## config.mk

```make
export PLATFORM = sky130hd
export DESIGN_NAME = regfile_rd_mux_flat
export DESIGN_NICKNAME = d
export VERILOG_FILES = /design/src/rtl/regfile_rd_mux_if.sv /design/src/rtl/regfile_rd_mux.sv /design/src/flat_wrapper.sv
export SDC_FILE = /design/constraint.sdc
export NUM_CORES = 1
export LEC_CHECK = 0
export CAP_MARGIN = 0
export CELL_PAD_IN_SITES_DETAIL_PLACEMENT = 1
export CELL_PAD_IN_SITES_GLOBAL_PLACEMENT = 1
export CORE_MARGIN = 10
export CORE_UTILIZATION = 45
export CTS_BUF_LIST = sky130_fd_sc_hd__clkbuf_8
export DETAILED_ROUTE_END_ITERATION = 8
export GPL_TIMING_DRIVEN = 0
export PLACE_DENSITY_LB_ADDON = 0.1
export REMOVE_ABC_BUFFERS = 1
export SYNTH_ARGS = -nofsm -noshare
export SYNTH_HDL_FRONTEND = slang
export SYNTH_SLANG_ARGS = --single-unit
```

## constraint.sdc

```tcl
create_clock -name clk -period 3.7 [get_ports clk]
set_input_delay 0.74 -clock clk [delete_from_list [all_inputs] [get_ports clk]]
set_output_delay 0.74 -clock clk [all_outputs]
set_load 0.02 [all_outputs]
```

## src/rtl/regfile_rd_mux_if.sv

```systemverilog
// Register-file access bundle: one write port plus NREAD packed read ports.
// The master drives the write and read requests. The slave is the register
// file, which returns the registered read data, the valid flags and werr.
interface regfile_rd_mux_if #(
  parameter int WIDTH = 16,
  parameter int DEPTH = 16,
  parameter int NREAD = 2
);
  localparam int ADDR_W = (DEPTH > 1) ? $clog2(DEPTH) : 1;

  logic                    we;
  logic [ADDR_W-1:0]       waddr;
  logic [WIDTH-1:0]        wdata;
  logic [NREAD-1:0]        re;
  logic [NREAD*ADDR_W-1:0] raddr;
  logic [NREAD*WIDTH-1:0]  rdata;
  logic [NREAD-1:0]        rvalid;
  logic                    werr;

  modport master (
    output we, waddr, wdata, re, raddr,
    input  rdata, rvalid, werr
  );

  modport slave (
    input  we, waddr, wdata, re, raddr,
    output rdata, rvalid, werr
  );
endinterface

```

## src/rtl/regfile_rd_mux.sv

```systemverilog
// Parametrised register file: DEPTH words of WIDTH bits, one synchronous write
// port and NREAD independent read ports. Each read port is registered, with a
// one-cycle latency, and has write-through bypass. Optionally, word 0 is
// hard-wired to zero. All outputs come directly from flops.
module regfile_rd_mux #(
  parameter int WIDTH   = 16,
  parameter int DEPTH   = 16,
  parameter int NREAD   = 2,
  parameter int ZERO_R0 = 0
) (
  input  logic              clk,
  input  logic              reset,
  regfile_rd_mux_if.slave   bus
);
  localparam int ADDR_W = (DEPTH > 1) ? $clog2(DEPTH) : 1;

  logic [WIDTH-1:0] mem [DEPTH];
  logic             wr_hit;
  logic             wr_ok;
  logic             wr_bad;
  logic             werr_p1;

  // An address is usable only if it lands inside the DEPTH words actually stored.
  function automatic logic in_range(input logic [ADDR_W-1:0] a);
    return int'(a) < DEPTH;
  endfunction

  // Word 0 counts as pinned only when the zero-register option is enabled.
  function automatic logic is_pinned(input logic [ADDR_W-1:0] a);
    return (ZERO_R0 != 0) && (a == '0);
  endfunction

  // Classify the write request: it either commits, is discarded on a pinned
  // word, or is an error.
  always_comb begin
    wr_hit = bus.we && in_range(bus.waddr);
    wr_ok  = wr_hit && !is_pinned(bus.waddr);
    wr_bad = bus.we && !in_range(bus.waddr);
  end

  // Storage update; reset clears every word.
  always_ff @(posedge clk) begin
    if (reset) begin
      for (int j = 0; j < DEPTH; j++) mem[j] <= '0;
    end else if (wr_ok) begin
      mem[bus.waddr] <= bus.wdata;
    end
  end

  // werr is a single-cycle pulse that follows an out-of-range write.
  always_ff @(posedge clk) begin
    if (reset) werr_p1 <= 1'b0;
    else       werr_p1 <= wr_bad;
  end

  assign bus.werr = werr_p1;

  for (genvar i = 0; i < NREAD; i++) begin : g_rd
    logic [ADDR_W-1:0] ra;
    logic [WIDTH-1:0]  word;
    logic [WIDTH-1:0]  rdata_p1;
    logic              vld_p1;

    assign ra = bus.raddr[i*ADDR_W +: ADDR_W];

    // Select the word for this port. A committing write to the same address
    // takes precedence over storage. Out-of-range and pinned addresses read
    // as zero.
    always_comb begin
      word = '0;
      if (wr_ok && (ra == bus.waddr))
        word = bus.wdata;
      else if (in_range(ra) && !is_pinned(ra))
        word = mem[ra];
    end

    // ---- stage p1: registered read output; data holds while idle ----
    always_ff @(posedge clk) begin
      if (reset) begin
        rdata_p1 <= '0;
        vld_p1   <= 1'b0;
      end else begin
        vld_p1 <= bus.re[i];
        if (bus.re[i]) rdata_p1 <= word;
      end
    end

    assign bus.rdata[i*WIDTH +: WIDTH] = rdata_p1;
    assign bus.rvalid[i]               = vld_p1;
  end
endmodule

```

## src/flat_wrapper.sv

```systemverilog
// flat-port wrapper written by rule: the top's interface ports become plain ports
module regfile_rd_mux_flat 
#(
  parameter int WIDTH   = 16,
  parameter int DEPTH   = 16,
  parameter int NREAD   = 2,
  parameter int ZERO_R0 = 0
)
  (clk, reset, bus_we, bus_waddr, bus_wdata, bus_re, bus_raddr, bus_rdata, bus_rvalid, bus_werr);
  regfile_rd_mux_if #(.WIDTH(WIDTH), .DEPTH(DEPTH), .NREAD(NREAD)) bus_i ();
  input  logic clk;
  input  logic reset;
  input wire logic [$bits(bus_i.we)-1:0] bus_we;
  input wire logic [$bits(bus_i.waddr)-1:0] bus_waddr;
  input wire logic [$bits(bus_i.wdata)-1:0] bus_wdata;
  input wire logic [$bits(bus_i.re)-1:0] bus_re;
  input wire logic [$bits(bus_i.raddr)-1:0] bus_raddr;
  output wire logic [$bits(bus_i.rdata)-1:0] bus_rdata;
  output wire logic [$bits(bus_i.rvalid)-1:0] bus_rvalid;
  output wire logic [$bits(bus_i.werr)-1:0] bus_werr;
  assign bus_i.we = bus_we;
  assign bus_i.waddr = bus_waddr;
  assign bus_i.wdata = bus_wdata;
  assign bus_i.re = bus_re;
  assign bus_i.raddr = bus_raddr;
  assign bus_rdata = bus_i.rdata;
  assign bus_rvalid = bus_i.rvalid;
  assign bus_werr = bus_i.werr;
  regfile_rd_mux #(.WIDTH(WIDTH), .DEPTH(DEPTH), .NREAD(NREAD), .ZERO_R0(ZERO_R0)) u_core (.clk(clk), .reset(reset), .bus(bus_i));
endmodule
```

Yosys cells after proc, flatten, opt, wreduce, memory -nomap -nowiden

Memories as Yosys holds them, arrays and structs flattened. A register that Yosys moved wholly into a read port is not among the register bits.
Cells that the tools add are included.

Output and inout port bits: 35
Input port bits: 33
Register bits: 2
Word-level logic and storage cells: 12
Memories: 1
Memory bits (writable): 256

Memories:

| name       | depth | bits a word | rd ports | clocked after Yosys merged registers in | wr ports | line                 | RTL |
|---|---|---|---|---|---|---|---|
| u_core.mem | 16    | 16          | 2        | 2                                       | 16       | regfile_rd_mux.sv:17 | `logic [WIDTH-1:0] mem [DEPTH];` |

Muxes and demuxes: 8
Reductions and logical operators: 1

Operator list:

| cell              | number |
|---|---|
| $mux W16          | 1 |
| $reduce_or A16 Y1 | 1 |
| $mux W1           | 6 |
| $mux W4           | 1 |

Logic depth before layout (Yosys ltp)

Gate-level depths: netlist of the first run.

Depth after elaboration: 5
Gate-level depth with buffers: 7
Gate-level depth less buffers: 4

Worst setup path before layout of the first run

Ideal clock, no wire load.

Path type: input -> register
Start: input reset
End: memory u_core.mem[4][0], enable pin
Buffers on the path: 1
Required time: 3.366 ns
Stages on the path: 5
Arrival time: 1.988 ns
Path slack: 1.379 ns
Library setup time: 0.334 ns
Cells stage by stage: clkbuf_1 -> nand2b_1 -> or3_4 -> nor2_1 -> or2_2

RTL lines:

| what            | line                 | RTL |
|---|---|---|
| start, declared | flat_wrapper.sv:12   | `input logic reset;` |
| end, declared   | regfile_rd_mux.sv:17 |  |

==> results of run 1 <==
==> per-layer routing <==
layer | part of all wire | up-vias | wire length (um)
met4 | 0.039 | 0 | 1860
met3 | 0.057 | 89 | 2710
met5 | 0 | - | 0
met1 | 0.42 | 5102 | 19800
li1 | - | 4190 | -
met2 | 0.49 | 350 | 23000
==> flip-flops by register name, indices dropped and copies added (netlist names) <==
signal / count
u_core.g_rd.vld_p1: 2
u_core.g_rd.rdata_p1: 32
u_core.mem: 256
==> per-stage QoR <==
stage                     hold slack [ns]  setup TNS, ns  instance area, sq um  instances
final                               0.494              0                 17300       1595
after global routing                0.524              0                 17300       1595
after floorplan                     0.549              0                 14800        972
after global placement              0.479        -885.41                 16100       1486
after detailed placement            0.487         -33.65                 16300       1495
after CTS                           0.500              0                 17300       1594
==> cell families after synthesis <==
kind of cell,count (synthesis)
simple gates,392
flops,290
mux,167
compound gates,114
buf+inv,99
xor+xnor,8
other cells,1
==> power breakdown <==
part	switching, W	leakage [nW]	internal, W
registers	0.000107	2.72	0.00376
logic	0.000576	2.81	0.000444
clock network	0.00136	0.625	0.00164
==> cells in the final DEF (no fill, tap or decap), types with 16 or more instances in the layout <==
master	instances
sky130_fd_sc_hd__dfxtp_1	34
sky130_fd_sc_hd__clkbuf_8	68
sky130_fd_sc_hd__or2_2	16
sky130_fd_sc_hd__and2_1	258
sky130_fd_sc_hd__inv_1	23
sky130_fd_sc_hd__clkdlybuf4s50_1	59
sky130_fd_sc_hd__mux4_1	16
sky130_fd_sc_hd__nor2_1	52
sky130_fd_sc_hd__edfxtp_1	256
sky130_fd_sc_hd__mux4_2	89
sky130_fd_sc_hd__nand2_1	19
sky130_fd_sc_hd__a22oi_1	44
sky130_fd_sc_hd__mux2i_1	54
sky130_fd_sc_hd__a2bb2oi_1	16
==> final cells by class <==
type	count	area share
clock buffer	68	0.0539
clock inverter	31	0.00700
multi-input combinational	682	0.375
sequential	290	0.482
tap	448	0.0323
timing repair buffer	76	0.0490
==> worst max-delay path, cell delays in order <==
cell and delay [ns]:
sky130_fd_sc_hd__clkdlybuf4s50_1 0.91, sky130_fd_sc_hd__nand2b_1 0.28, sky130_fd_sc_hd__nor2_1 1.12, sky130_fd_sc_hd__or2_2 0.63
==> worst max path at each step <==
stage                                                    endpoint          from  slack [ns]  cells past startpoint
after floorplan                    u_core.mem[4][0]$_SDFFCE_PN0P_         reset        1.35                      4
after global placement    u_core.g_rd[1].rdata_p1[2]$_SDFFE_PP0P_  bus_raddr[7]       -3.51                      5
after detailed placement  u_core.g_rd[1].rdata_p1[0]$_SDFFE_PP0P_  bus_raddr[6]       -0.53                      5
after CTS                 u_core.g_rd[1].rdata_p1[0]$_SDFFE_PP0P_  bus_raddr[6]        0.12                      5
after global routing             u_core.mem[10][15]$_SDFFCE_PN0P_  bus_waddr[3]         0.1                      4
final                            u_core.mem[10][10]$_SDFFCE_PN0P_  bus_waddr[3]        0.24                      4
==> flow_results.org, run 1 <==
** STA
- Part of the cycle the worst path needs :: 0.936
- Setup violations remaining at the end of the flow were counted as 0.
- Setup repair after global routing left no endpoint under its margin.
- For the finished layout, the period the worst path requires is 3.46 ns.
- Worst slew margin relative to its limit :: 0.0546
- On the final layout, the worst clock skew is 0.0113 ns.
- The worst path meets setup with 0.236 ns of slack.
- The number of hold-slack violations in the final timing report was 0.
- Maximum operating frequency :: 0.289 GHz
- The number of pins exceeding their max-slew limit in the final report is 0.
- At the pin with the least slew margin, the transition time is 1.41 ns.

** Route
- In the final routed layout, each cell accounts on average for 29.7 um.
- Using the TritonRoute via totals, the vias-per-cell ratio works out to 6.10.
- The count of nets left with antenna violations once routing finished came out at 0.
- The first detailed-routing pass took 5 iterations.
- Number of violations reported at the end of detailed-routing iteration 0 :: 696
- Number of vias in the routed layout :: 9,731
- The final layout contains routed wiring with a total length of 47.3 mm.
- In the routed design, unresolved DRC markers number 0.

** Synthesis
- Dominant register cell in the synthesized netlist :: sky130_fd_sc_hd__edfxtp_1
- Top cells by count, synth :: sky130_fd_sc_hd__and2_1, sky130_fd_sc_hd__edfxtp_1, sky130_fd_sc_hd__mux4_2
- Top-count cell post-synth :: sky130_fd_sc_hd__and2_1
- Synth area leader :: sky130_fd_sc_hd__edfxtp_1
- Area share of the leading cell type in the synthesized netlist :: 0.501
- Of the total synthesized cell area, the portion taken by full adders, half adders and majority gates is 0.
- Each instance of the synthesized netlist takes up on average 14.3 sq um.
- Of the total synthesized cell area, the portion taken by AND, OR, NAND and NOR gates is 0.148.
- The netlist uses 49 different library cells.
- In the synthesized netlist, the number of instances is 1,071.
- Ys Warns :: 0
- Post-synthesis xor/xnor area fraction :: 0.00505
- Of all flip-flops after synthesis, the portion carrying an async set or reset was 0.
- Post-synth EDFFs :: 256
- After synthesis, the largest family of logic cells by area is multiplexers.
- After synthesis the netlist holds a flip-flop and latch count of 290.
- Multiplexer share of the synthesized area :: 0.199
- Biggest area contributors in the synthesized netlist :: sky130_fd_sc_hd__edfxtp_1, sky130_fd_sc_hd__mux4_2, sky130_fd_sc_hd__and2_1
- Of the synthesized area, sequential elements account for 0.545.
- Compound-cell area share of the yosys netlist :: 0.0686
- Summed instance area of the synthesized netlist :: 0.0154 sq mm

** Critical path
- Type of the worst setup path :: in -> reg
- Maximum fanout count along the critical path :: 17
- For the worst setup path, the data arrival time is 3.69 ns.
- Worst Setup Start Kind :: input pin
- Slack of the worst reg-to-reg path :: 1.81 ns
- Path depth of the worst reg2reg path :: 4
- Kind of end point of the critical path :: flip-flop
- STA puts the critical path data required time at 3.93 ns.
- The endpoint identified for the worst register-to-register timing path is u_core.g_rd[1].rdata_p1[4]$_SDFFE_PP0P_.
- Critical register-to-register path startpoint :: u_core.mem[4][4]$_SDFFCE_PN0P_

** Clock tree
- Hold-fix buffer count after cts :: 0
- Clock edge transition at the registers on the reported setup and hold paths :: 0.06 ns
- No sink is reached through more buffers than the 3 on the longest clock path.
- Skew-Pair Late Insertion Delay :: 0.60 ns
- CTS H-tree lvls :: 2
- TritonCTS Buffers :: 53
- Once the clock tree was built, the resizer swapped 0 gates to a different size.
- Clock sink total :: 290
- TritonCTS built the clock tree.
- Post-CTS setup buffers :: 0
- In this run the clock root is driven by a sky130_fd_sc_hd__clkbuf_8.

** Global route
- All-layer global routing usage :: 0.228
- The number of antenna violations at the first check in global routing was 0.
- Global-route met1 utilization :: 0.294
- The total overflow left after global routing is 0.
- The first global-routing pass estimated 70.1 mm of wire.
- The via count of the first global-routing pass is 10,445.
- Busiest grt layer :: met2
- In the global route stage, met2 resource usage came out at 0.373.
- Global routing met3 resource utilization :: 0.0359
- Entering global routing, the biggest net connects 59 pins.

** Power and ir drop
- The worst-case IR drop observed on VDD is 0.266 mV.
- Leakage power figure :: 6.16 nW
- Dividing total power by cell area gives a power density of 455 mW/mm^2.
- Summing internal, switching and leakage power gives 0.00789 W.

** Layout
- Layout overhead on the synthesized area :: 13.0%
- Share of layout cells above drive strength 1 :: 0.221
- Filler cells :: 3,240
- # diodes :: 0
- At the end of the flow the core is filled with cells to 0.516.
- Final-stage net count :: 1,136
- Multi-input gate area in the final layout :: 0.00651 sq mm
- The sequential cells in the finished layout cover a total of 0.00837 sq mm.

** Place
- Count of input and output buffers :: 66
- After legalization and detailed placement, the total HPWL measured 29.2 mm.
- GPL Wtd Cong :: 0.835
- Timing analysis after detailed placement gives a worst setup slack of -0.527 ns.

** Worst hold path
- Hold wc startpoint :: u_core.g_rd[1].rdata_p1[3]$_SDFFE_PP0P_
- Destination of the worst hold path :: u_core.g_rd[1].rdata_p1[3]$_SDFFE_PP0P_
- Along the worst hold path, the cell count comes to 2.
- The worst hold path belongs to the class reg -> reg.

** Floorplan
- Chip Height :: 205 um
- Area of the placeable core :: 0.0336 sq mm
- Effective utilization at floorplan :: 0.457
- The die is 205 um wide.
- Number of primary I/O pins :: 68
- The die covers 0.0419 sq mm.
- Standard-cell row count :: 67

** Status
- Result of the run :: finished clean

** Flow run
- Across the run, the number of max-cap violations was 0.
Note: power is estimated with default switching activity, not from simulation.
==> run 2: changes to the inputs <==
CORE_UTILIZATION = 55   (was 45)
==> run 2 against run 1 <==
  * Sequential share of layout area rose by 0.28 points
  * Final cell count fell by 4.5%
  * Sequential power barely moved
  * Power fell by 0.10%
  * Largest cell class unchanged
  * Largest power group unchanged
==> flow_results.org, run 2 (synthesized netlist as in run 1, its figures left out) <==
** Status
- Result of the run :: finished clean

** Global route
- The number of antenna violations at the first check in global routing was 0.
- Global-route wire length before repair :: 70.5 mm
- For this run the aggregate overflow at the end of global routing stands at 0.
- Entering global routing, the biggest net connects 51 pins.
- Number of global-route vias before repair :: 10,756
- In the global route stage, overall resource usage came out at 0.268.

** Floorplan
- In this run the core area contains 61 standard-cell rows.
- The floorplan step defined a core boundary enclosing 0.0276 sq mm.
- Die area :: 0.0350 sq mm
- Number of primary I/O pins :: 68
- The floorplan step set the die height to 187 um.
- Effective utilization at floorplan :: 0.556
- The die is 187 um wide.

** Place
- Detailed placement HPWL :: 29.4 mm
- At the placement stage, the worst setup path has a slack of -0.378 ns.
- GPL Wtd Cong :: 0.807
- The count of buffers added on input and output ports is 66.
- Post-place instance area :: 0.0162 sq mm

** STA
- Hold Fails Final Rpt :: 0
- At the pin with the least slew margin, the transition time is 1.49 ns.
- In this run the tightest slew margin relative to its limit is 0.00628.
- Part of the cycle the worst path needs :: 0.928
- Clock tree skew after final layout :: 0.0118 ns
- Number of slew-limit violations in the final report :: 0
- After layout, the minimum clock period comes to 3.43 ns.
- Setup violations remaining at the end of the flow were counted as 0.
- The worst path meets setup with 0.267 ns of slack.
- Based on the critical path, the design can be clocked at up to 0.291 GHz.
- Setup repair after global routing left no endpoint under its margin.
- Worst hold margin :: 0.492 ns

** Clock tree
- Clock root buffer :: sky130_fd_sc_hd__clkbuf_8
- Clock tree from TritonCTS :: built
- CTS H-tree lvls :: 2
- Skew-Pair Late Insertion Delay :: 0.58 ns
- Counting the buffers created by CTS gives 50.
- Clock-pin slew was measured on the worst setup and hold paths at 0.06 ns.
- The clock drives 290 sinks.
- Hold-fix buffer count after cts :: 0
- The clock passes through at most 3 buffers.

** Layout
- The register with the most flip-flops in the layout has 256 of them.
- The top cell types in the final layout, fill and taps aside, are sky130_fd_sc_hd__and2_1, sky130_fd_sc_hd__edfxtp_1, sky130_fd_sc_hd__mux4_2.
- The repair_antennas step left the layout with diodes totalling 0.
- Register with the highest flop count :: u_core.mem
- The library cell used most frequently in the layout, excluding fill and tap cells, is sky130_fd_sc_hd__and2_1.
- The final layout contains 1,136 nets.
- Share of layout cells above drive strength 1 :: 0.224
- Final core occ :: 0.624
- The layout has 2,590 filler cells.
- In the final layout, the registers with the most flip-flops are u_core.mem: 256 flops, u_core.g_rd.rdata_p1: 32 flops, u_core.g_rd.vld_p1: 2 flops.
- Final Cell Area :: 0.0172 sq mm
- Layout overhead on the synthesized area :: 12.3%

** Worst hold path
- Type of the worst min-delay path :: reg -> reg
- The worst hold path begins at u_core.g_rd[1].rdata_p1[3]$_SDFFE_PP0P_.
- Hold path cells :: 2
- The worst hold path terminates at u_core.g_rd[1].rdata_p1[3]$_SDFFE_PP0P_.

** Power and ir drop
- In this run the power density over the cells is 457 mW/mm^2.
- VDD sags by at most 0.276 mV.
- For this design the static power due to leakage is 6.15 nW.

** Critical path
- Worst Setup Start Kind :: input pin
- Path depth of the worst reg2reg path :: 4
- In this run the worst path has a maximum fanout of 17.
- The worst setup path is captured at a flip-flop.
- Critical register-to-register path startpoint :: u_core.mem[5][5]$_SDFFCE_PN0P_
- For the worst setup path, the data required time is 3.90 ns.
- At the worst endpoint, the arrival time is 3.63 ns.
- The setup check on the worst reg-to-reg path leaves a slack of 1.90 ns.
- Type of the worst setup path :: in -> reg
- The worst register-to-register path ends at u_core.g_rd[1].rdata_p1[5]$_SDFFE_PP0P_.

** Route
- In the final routed layout, each cell accounts on average for 31.2 um.
- Antenna violation net count after detailed routing :: 0
- Number of remaining DRC errors :: 0
- For this block, the initial DRC count from the detailed router was 924.
- Pre-Repair DR Iteration Count :: 5
- After detailed routing, the number of vias per cell comes to 6.62.
- Across all layers, the routed design uses 10,076 vias.
- Routed wire length :: 47.5 mm

** Flow run
- Max-cap violation count :: 0
## run 2: stage by stage
stage               setup TNS, ns  std cells  power (W)
floorplan                       0        972    0.00442
global placement          -787.70       1416    0.00494
detailed placement         -43.55       1428    0.00494
CTS                             0       1522    0.00788
global route                    0       1523    0.00812
finish                          0       1523    0.00788
## run 2: what timing repair did
action,CTS,global route
gates resized for setup,0,1
hold endpoints to repair,0,0
endpoints found under the setup margin,0,2
buffers inserted,0,0
## run 2: power breakdown
part | leakage [nW] | internal (W) | switching (W) | total [W]
sequential | 2.72 | 0.00376 | 0.000114 | 0.00387
combinational | 2.83 | 0.000445 | 0.000578 | 0.00102
clock | 0.600 | 0.00162 | 0.00136 | 0.00298
## run 2: area by class of cell
cell class / count / area [sq um] / area share
well taps: 378 / 473 / 0.0274
multi-input cells: 682 / 6500 / 0.377
repair buffers: 79 / 880 / 0.0510
clock buffers: 64 / 881 / 0.0511
clock inverters: 30 / 148 / 0.00856
flip-flops and latches: 290 / 8370 / 0.485
## run 2: worst max path at each step
stage                       from                                       to
floorplan                  reset           u_core.mem[4][0]$_SDFFCE_PN0P_
global placement    bus_raddr[7]  u_core.g_rd[1].rdata_p1[0]$_SDFFE_PP0P_
detailed placement  bus_raddr[6]  u_core.g_rd[1].rdata_p1[0]$_SDFFE_PP0P_
CTS                 bus_raddr[6]  u_core.g_rd[1].rdata_p1[0]$_SDFFE_PP0P_
global route              bus_we         u_core.mem[13][11]$_SDFFCE_PN0P_
finish                    bus_we         u_core.mem[13][13]$_SDFFCE_PN0P_
## run 2: worst max-delay path: stages
cell and delay [ns]:
sky130_fd_sc_hd__clkdlybuf4s50_1 0.50, sky130_fd_sc_hd__nor2b_2 0.30, sky130_fd_sc_hd__nand3b_1 0.30, sky130_fd_sc_hd__nor2_1 1.11, sky130_fd_sc_hd__or2_2 0.67
## run 2: routing by layer
metal	track usage	up-vias	share of wire
li1	-	4179	-
met1	0.340	5273	0.40
met2	0.446	511	0.49
met3	0.0474	113	0.074
met4	0.112	0	0.039
met5	0	-	0
==> RTL change (config.mk and constraints of run 1) <==
`DEPTH` is set to 16 in 3 places; all go to 8.
--- a/src/rtl/regfile_rd_mux_if.sv
+++ b/src/rtl/regfile_rd_mux_if.sv
@@ -4,5 +4,5 @@
 interface regfile_rd_mux_if #(
   parameter int WIDTH = 16,
-  parameter int DEPTH = 16,
+  parameter int DEPTH = 8,
   parameter int NREAD = 2
 );
--- a/src/rtl/regfile_rd_mux.sv
+++ b/src/rtl/regfile_rd_mux.sv
@@ -5,5 +5,5 @@
 module regfile_rd_mux #(
   parameter int WIDTH   = 16,
-  parameter int DEPTH   = 16,
+  parameter int DEPTH   = 8,
   parameter int NREAD   = 2,
   parameter int ZERO_R0 = 0
--- a/src/flat_wrapper.sv
+++ b/src/flat_wrapper.sv
@@ -3,5 +3,5 @@
 #(
   parameter int WIDTH   = 16,
-  parameter int DEPTH   = 16,
+  parameter int DEPTH   = 8,
   parameter int NREAD   = 2,
   parameter int ZERO_R0 = 0
Interface: changed (resized bus_raddr and bus_waddr); port bits go from 68 to 65. No check against the original RTL was run, so the function may have changed too.
==> RTL change against run 1 <==
Clock power decreased by 53%. Worst hold slack got worse by 0.0037 ns. Wire length decreased by 45%. Worst setup slack got worse by 0.068 ns. Cell count decreased by 43%. Sequential power decreased by 44%. Sequential cell count decreased by 128. Synthesized area decreased by 46%. Power decreased by 47%. Final area decreased by 45%. Fmax decreased by 1.9%. Critical endpoint is now u_core.mem[4][3].
==> RTL change: results (changes against run 1) <==
stage,metric,value,unit,change
power,worst vdd ir,0.2366,mV,-11%
synth,Synth async-reset ratio,0,,unchanged
clock_network,clk_lat worst skew,0.46,ns,-0.14 ns
synth,Unique masters post-synth,36,,-27%
synth,Post-synth EDFFs,128,,-50%
global_route,GRT overflow,0,,unchanged
critical_path,CP max-delay cell,dlygate4sd2_1,,
synth,"top cells by count, synth","and2_1, edfxtp_1, mux2i_1, nor2_1, dfxtp_1",,
route,DR WL met3,1.814,mm,-33%
critical_path,"Largest stage delay, worst path",0.72,ns,-0.40 ns
synth,top post-synthesis cells by area,"edfxtp_1, and2_1, mux2i_1",,
cells_and_area,max FFs per register,128,,-50%
clock_network,clk slew on worst S/H paths,0.08,ns,+0.02 ns
placement,IO buf count,63,,-4.5%
sta,worst-margin pin slew,1.472,ns,+0.05869 ns
clock_network,CTS H-tree depth,4,,+2
clock_network,Num CTS Buffers,17,,-68%
sta,Worst Skew,0.01354,ns,+0.002194 ns
cells_and_area,Largest regs,"u_core.mem: 128 flops, u_core.g_rd.rdata_p1: 32 flops, u_core.g_rd.vld_p1: 2 flops",,
cells_and_area,layout cells sized above 1,0.1594,,-0.06122
power,Leak,3.519,nW,-43%
power,internal power,3.095,mW,-47%
route,initial DRC count,472,,-32%
global_route,GRT Total Usage,0.2181,,-0.009627
synth,yosys warns,0,,unchanged
cells_and_area,nets,702,,-38%
global_route,global-route wire length before repair,38.99,mm,-44%
min_path,Hold Path Class,flop to flop,,
route,DRT met1 WL,10.63,mm,-46%
route,highest routed layer,met4,,
critical_path,crit path DAT,3.62,ns,-0.07 ns
global_route,vias in the first global route,6179,,-41%
placement,GP Congestion,0.7649,,-8.4%
route,drt pass-1 iters,5,,unchanged
route,routed wl met2,13.08,mm,-43%
clock_network,Post-CTS Setup Bufs,0,,unchanged
clock_network,maximum clock path buffer count,2,,-1
status,run status,"complete, no violations",,
global_route,largest net degree at the start of global routing,36,,-39%
placement,HPWL Detailed,16.58,mm,-43%
route,Post-Route WL,26.15,mm,-45%
synth,sequential area share after synthesis,0.5488,,+0.003813
cells_and_area,Antenna Cells,0,,unchanged
clock_network,root buf cell,clkbuf_8,,
critical_path,"critical path fanouts, max",30,,+13
global_route,initial antenna violation count,0,,unchanged
synth,Synth Flop Type,edfxtp_1,,
route,Vias,5697,,-41%
-- RTL change: cell count changes in the layout (fill, tap and decap cells not counted), moves of 20 or more --
cell      change
inv_1        -21
clkbuf_8     -50
nor2_1       -20
edfxtp_1    -128
mux2i_1      +23
and2_1      -129
mux4_2       -58
-- RTL change: area by class of cell --
type	instances	area, sq um
Sequential cell	162	4524
Clock buffer	18	247.7
Tap cell	229	286.5
Fill cell	1794	8368
Clock inverter	13	170.2
Timing Repair Buffer	80	873.3
Multi-Input combinational cell	411	3493
-- RTL change: cell families after synthesis --
family / count (synthesis) / share of synthesized area
compound gates: 65 / 0.06860
xor+xnor: 6 / 0.007285
buf+inv: 49 / 0.03187
flops: 162 / 0.5488
mux: 111 / 0.1859
other cells: 1 / 0.0004549
simple gates: 228 / 0.1571
-- RTL change: stage by stage --
| stage | TNS, ns | worst slack, ns | instance area (sq um) | power, mW | instances |
|---|---|---|---|---|---|
| 2_1_floorplan | 0 | 1.276 | 7981 | 2.477 | 573 |
| 3_3_place_gp | -339.14 | -2.501 | 8899 | 2.772 | 865 |
| 3_5_place_dp | -110.73 | -0.9975 | 9184 | 2.804 | 882 |
| 4_1_cts | 0 | 0.02942 | 9600 | 4.178 | 913 |
| 5_1_grt | 0 | 0.1302 | 9595 | 4.302 | 913 |
| 6_report | 0 | 0.1672 | 9595 | 4.166 | 913 |
-- RTL change: power by group through the flow --
stage                     Sequential, mW  Clock [mW]  Combinational [mW]
after floorplan                     2.21           0               0.268
after detailed placement            2.19           0               0.610
final                               2.16        1.40               0.610
after CTS                           2.15        1.41               0.613
after global placement              2.18           0               0.592
after global routing                2.17        1.48               0.651
-- RTL change: routing by layer --
layer	global-route usage	vias to the layer above
met1	0.2745	2966
met5	0	-
li1	-	2443
met3	0.04494	42
met4	0.07086	0
met2	0.3665	246
-- RTL change: path summary, 6_finish.rpt --
path	from	end	slack, ns	depth (start not counted)
worst max register to register	u_core.mem[6][1]	u_core.g_rd[1].rdata_p1[1]	2.12	4
worst min register to register	u_core.g_rd[0].rdata_p1[5]	u_core.g_rd[0].rdata_p1[5]	0.49	2
worst min-delay path	u_core.g_rd[0].rdata_p1[5]	u_core.g_rd[0].rdata_p1[5]	0.49	2
worst max-delay path	reset	u_core.mem[4][3]	0.17	6
-- RTL change: worst max-delay path: cells and delay by family --
| kind | cells | cell delay [ns] |
|---|---|---|
| buffers and inverters | 2 | 0.95 |
| and+or+nand+nor | 4 | 1.91 |
-- RTL change: repair_timing --
item,4_1_cts,5_1_grt
resized for setup,1,1
gates cloned,0,0
setup endpoints to repair,128,16
